$ cat src/rtl/ucomb_full_core.sv
// ----------------------------------------------------------------------------
// ucomb_full_core
//
// Universal combinational cell for the unigate fabric. It evaluates a
// programmable 4-input Boolean function (a 16-entry truth table built from a
// two-level tree of 4:1 selectors) plus five detect/parity flags over a 4-bit
// wiring word.
//
// Ports:
//   clk    in   1   clock; only used when the output register is compiled in
//   rst_n  in   1   asynchronous active-low reset of the output register
//   in     in  27   in[3:0]  = wiring word w
//                   in[26:4] = configuration c[22:0]
//   out    out  6   [0] T[w] ^ c[16]
//                   [1] high-pair match, enabled by c[17]
//                   [2] low-pair match, enabled by c[22]
//                   [3] out[0] & out[2]
//                   [4] full 4-bit pattern match (out[1] & out[2])
//                   [5] parity of w
//
// Build option:
//   UCOMB_OUT_REG_EN  defined   -> out is a 6-bit register, 1-cycle latency,
//                                  cleared asynchronously while rst_n is low
//                     undefined -> out is purely combinational; clk and rst_n
//                                  stay on the port list but are ignored
// ----------------------------------------------------------------------------

// 4:1 selector leaf: out = data[sel], sel = 0 picks data[0].
module ucomb_mux2 (
  input  logic [3:0] data,
  input  logic [1:0] sel,
  output logic       y
);
  // Plain indexing keeps X/Z on sel visible in simulation.
  assign y = data[sel];
endmodule

module ucomb_full_core (
  input  logic        clk,
  input  logic        rst_n,
  input  logic [26:0] in,
  output logic [5:0]  out
);

  logic [3:0]  w;
  logic [22:0] c;

  assign w = in[3:0];
  assign c = in[26:4];

  // --------------------------------------------------------------------------
  // Truth-table lookup: four leaves each resolve one nibble of T with w[1:0],
  // the root picks one leaf result with w[3:2].
  // --------------------------------------------------------------------------
  logic [3:0] leaf_y;
  logic       table_bit;

  generate
    for (genvar gi = 0; gi < 4; gi++) begin : g_leaf
      ucomb_mux2 u_leaf (
        .data (c[4*gi+3:4*gi]),
        .sel  (w[1:0]),
        .y    (leaf_y[gi])
      );
    end
  endgenerate

  ucomb_mux2 u_root (
    .data (leaf_y),
    .sel  (w[3:2]),
    .y    (table_bit)
  );

  // --------------------------------------------------------------------------
  // Flag logic (pre-register values)
  // --------------------------------------------------------------------------
  logic       func_bit;
  logic       hi_match;
  logic       lo_match;
  logic       parity_bit;
  logic [5:0] out_next;

  assign func_bit   = table_bit ^ c[16];
  assign hi_match   = c[17] & (w[3:2] == c[21:20]);
  assign lo_match   = c[22] & (w[1:0] == c[19:18]);
  assign parity_bit = ^w;

  assign out_next = {parity_bit,
                     hi_match & lo_match,
                     func_bit & lo_match,
                     lo_match,
                     hi_match,
                     func_bit};

  // --------------------------------------------------------------------------
  // Optional output register
  // --------------------------------------------------------------------------
`ifdef UCOMB_OUT_REG_EN
  logic [5:0] out_reg;

  // Reset is asynchronous: out clears the moment rst_n falls, and the first
  // capture is the first rising edge that sees rst_n already high.
  always_ff @(posedge clk or negedge rst_n) begin
    if (!rst_n) begin
      out_reg <= 6'b000000;
    end else begin
      out_reg <= out_next;
    end
  end

  assign out = out_reg;
`else
  // Combinational build: clk and rst_n are intentionally ignored.
  logic unused_clk_rst;
  assign unused_clk_rst = &{1'b0, clk, rst_n};

  assign out = out_next;
`endif

endmodule

$ cat config.mk
export PLATFORM = sky130hd
export DESIGN_NAME = ucomb_full_core
export DESIGN_NICKNAME = d
export VERILOG_FILES = /design/src/rtl/ucomb_full_core.sv
export SDC_FILE = /design/constraint.sdc
export NUM_CORES = 1
export LEC_CHECK = 0
export CELL_PAD_IN_SITES_DETAIL_PLACEMENT = 0
export CELL_PAD_IN_SITES_GLOBAL_PLACEMENT = 1
export CORE_MARGIN = 1.5
export CORE_UTILIZATION = 15
export DETAILED_ROUTE_END_ITERATION = 10
export PLACE_DENSITY = 0.78
export SLEW_MARGIN = 5
export SYNTH_ARGS = -nofsm -noshare
export SYNTH_HDL_FRONTEND = slang
export SYNTH_SLANG_ARGS = --single-unit
export TNS_END_PERCENT = 1
$ cat constraint.sdc
create_clock -name vclk -period 1.78
set_input_delay 0.267 -clock vclk [all_inputs]
set_output_delay 0.267 -clock vclk [all_outputs]
set_load 0.05 [all_outputs]
# Word-level counts from Yosys, hierarchy flattened
# Cells that the tools add are included.
# classes
addsub,0
mul,0
div,0
magnitude_cmp,2
n_eq_ne,2
shift,0
mux,10
bitwise,5
n_reduce_logical,1
# op_table
operator,n
$bmux 1 s2,5
$lt 2x3->1 const B,2
$mux 1,5
$and 1x1->1,4
$eq 2x2->1,2
$reduce_xor 4->1,1
$xor 1x1->1,1
# totals
ff_bits,0
latch_bits,0
mem_bits_rw,0
rom_bits,0
inputBits,29
wordCells,20
n_memories,0

# Longest topological paths before layout
# depth
word_depth,6
mapped_depth,5

# Cells and area by module
# Synthesis repeated with hierarchy kept, for this count alone.
# hier_totals
cells_unflattened,23
hier_area_um2,240.2
# by_module_without_submodules
mod,instances,cells_per_inst,area_each_um2,seq_area_each_um2
ucomb_full_core,1,18,127.6,0.0
ucomb_mux2,5,1,22.5,0.0

# Worst setup path after synthesis
# Ideal clock, no wire load.
# synth_path
kind,in2out
startpoint,input port in[1]
endpoint,output port out[3]
arrival_ns,1.977
required_time_ns,1.513
path_slack_ns,-0.464
path_stages,5
path_buffers,1
cell_sequence,buf_6 mux4_1 mux4_2 xor2_1 and2_1
# synth_between
elab_chain_len,6
# synth_rtl
element,line,source
start: declaration,41,"input logic [26:0] in,"
$bmux 1 s2,35,assign y = data[sel];
$mux 1 (not written as such),35,
$bmux 1 s2 (*),35,
$mux 1 (not written as such) (*),35,
$xor 1x1->1 (*),83,assign func_bit = table_bit ^ c[16];
named net func_bit,77,logic func_bit;
$and 1x1->1 (*),90,"func_bit & lo_match,"
end: declaration,42,output logic [5:0] out
# Mark *: on every way through the listed nets, which the timed path passes. The rest lies on a longest branch. The select of a mux whose other input is x is not followed.

# Final worst setup path
# layout_path
startpoint,input port in[1]
endpoint,output port out[3]
# layout_between
elab_chain_len,6
# layout_rtl
element,line
$bmux 1 s2,35
$mux 1 (not written as such),35
$bmux 1 s2,35
$mux 1 (not written as such),35
$xor 1x1->1,83
$and 1x1->1 (*),90
# Every way passes the cells marked *; elsewhere a longest branch is shown, timed or not. The select of a mux whose other input is x is not followed.

==> results.yml <==
route:
  avgRoutedWirePerCell_um: 8.45
  ant_nets: 0
  drt_pass1_iterations: 1
  vias: 292
  first_iter_violations: 0
  vias_per_cell: 3.48
  drc: 0
  routed_wl_um: 710
layout:
  final_cell_mix: "buf_2 (14), buf_4 (8), buf_12 (7), clkdlybuf4s50_1 (7), xnor2_1 (6)"
  fill_cells: 173
  nets: 90
  layout-drive-gt1-share_pct: 67.8
  final_area_um2: 642
  layout_commonest_cell: "buf_2"
  nClkBuffers: 0
  ff_latch_area_um2: 0
  area_growth_pct: 138
  antenna_cells: 0
  multi_input_area_um2: 224
  final_cells: 84
  nFlopsAndLatches: 0
yosys:
  ys_types: 12
  synth_compound_area_share_pct: 0
  synth_top_family_by_area: "multiplexers"
  synth_area_per_cell_um2: 11.3
  seq_area_frac_synth_pct: 0
  synthAdderAreaFrac_pct: 0
  synthMuxAreaShare_pct: 47.2
  synth_xor_area_share_pct: 25.9
  syn-cell-area_um2: 270
  synth_fp_nets: 53
  yosys.area_share.simple_pct: 8.80
  yosysWarningCount: 0
  syn_inst: 24
place:
  place_congestion: 0.615
  dp_hpwl_um: 692
  port_buffers: 33
  place_area_um2: 694
  placed_cells: 84
worst_setup_path:
  path_cells: "buf_12 -> mux4_2 -> mux4_2 -> xor2_2 -> and2_4 -> buf_12"
  required_ns: 1.51
  critPathLaunchType: "input port"
  cp.arrival_ns: 1.81
  path_max_fanout: 5
  critPathLaunch: "in[1]"
  path_class: "in -> out"
  cp-endpoint: "out[3]"
  crit_path_end_kind: "output port"
  max_stage_delay_ns: 0.51
  worst_path_max_delay_cell: "mux4_2"
sta:
  worst_slack_ns: -0.293
  relSlewSlack_pct: 81.3
  setup_viol: 2
  hold_violations: 0
  grt_setup_unrepaired: "yes"
  fmax_ghz: 0.482
  finalMaxSlewViolations: 0
  period_needed_ns: 2.07
  worst_pin_slew_ns: 0.279
  finalCritPeriodShare_pct: 116
global_route:
  grtUsageTotal_pct: 7.45
  grt_pass1_wl_um: 1210
  antenna_found_initial: 0
  grt.overflow.total: 0
  grt_max_degree: 6
  grt_pass1_vias: 298
clocking:
  post_cts_buffers: 0
  hold_buffers: 0
status:
  outcome: "finished with violations"
  violations: "setup timing"
floorplan:
  placementRows: 15
  coreArea_um2: 1710
  dieWidth_um: 45.4
  die_h_um: 45.4
  num_io_pins: 35
  die_area_um2: 2070
  initial_core_util_pct: 15.8
min_path:
  min_path_type: "in -> out"
pwr:
  powerDensity_nw_per_um2: 372
  p_leak_nw: 0.291
  total_power_mw: 0.239
  ir_drop_uv: 142
flow_run:
  cap_violations: 0
-- final cells by class --
type / count / area share [%]
Inverter: 1 / 0.585
Timing Repair Buffer: 41 / 59.6
Multi-Input combinational cell: 17 / 34.9
Tap cell: 25 / 4.87
-- report_power, final --
group	switching (mW)	internal, mW	total, mW	leakage (nW)
sequential	0	0	0	0
clock	0	0	0	0
combinational	0.0985	0.140	0.239	0.291
-- metrics by stage --
step	hold WS, ns	setup TNS (ns)	setup WS, ns	utilization, %
after global placement	1.24	-2.27	-0.914	40.7
final	1.13	-0.573	-0.293	37.6
after detailed placement	1.24	-2.40	-0.965	40.7
after floorplan	0.769	-0.464	-0.246	-
after global routing	1.17	-0.689	-0.360	37.6
after CTS	1.15	-0.617	-0.318	37.7
-- worst max-delay path: cells and delay by family --
| family | cells | cell delay (ns) |
|---|---|---|
| buffers and inverters | 2 | 0.22 |
| xor gates and xnor gates | 1 | 0.16 |
| muxes | 2 | 0.99 |
| and+or+nand+nor | 1 | 0.17 |
-- routing by layer --
metal	up-vias	track usage, %	wire, um
met5	-	0	0
met4	0	0	0
met3	0	0.794	56
met2	17	14.1	380
met1	123	9.54	274
li1	152	-	-
-- cell families (layout without fill, tap and decap cells) --
kind of cell | Yosys count | in the layout
xor+xnor | 8 | 8
mux | 5 | 5
simple gates | 4 | 4
buf+inv | 7 | 42
-- how the worst min path moves through the flow --
stage,slack (ns),start,endpoint,cells after the start
6_report,1.13,in[1],out[5],5
5_1_grt,1.17,in[1],out[5],5
4_1_cts,1.15,in[1],out[4],6
3_5_place_dp,1.24,in[26],out[4],4
3_3_place_gp,1.24,in[26],out[4],4
2_1_floorplan,0.77,in[20],out[0],2
-- repair_timing --
item / 4_1_cts / 5_1_grt
gates resized for setup: 62 / 4
cloned: 0 / 0
pin swaps: 2 / 1
setup endpoints to repair: 6 / 4
-- cell usage after synthesis --
| cell | instances | area share [%] |
|---|---|---|
| xor2_1 | 2 | 6.5 |
| and3_1 | 1 | 2.3 |
| mux4_2 | 1 | 8.3 |
| clkbuf_1 | 1 | 1.4 |
| buf_6 | 1 | 4.2 |
| mux4_1 | 4 | 39 |
| nor2b_1 | 1 | 2.3 |
| inv_1 | 1 | 1.4 |
| and2_1 | 1 | 2.3 |
| buf_4 | 4 | 11 |
| nand3_1 | 1 | 1.9 |
| xnor2_1 | 6 | 19 |
Note: power is estimated with default switching activity, not from simulation.
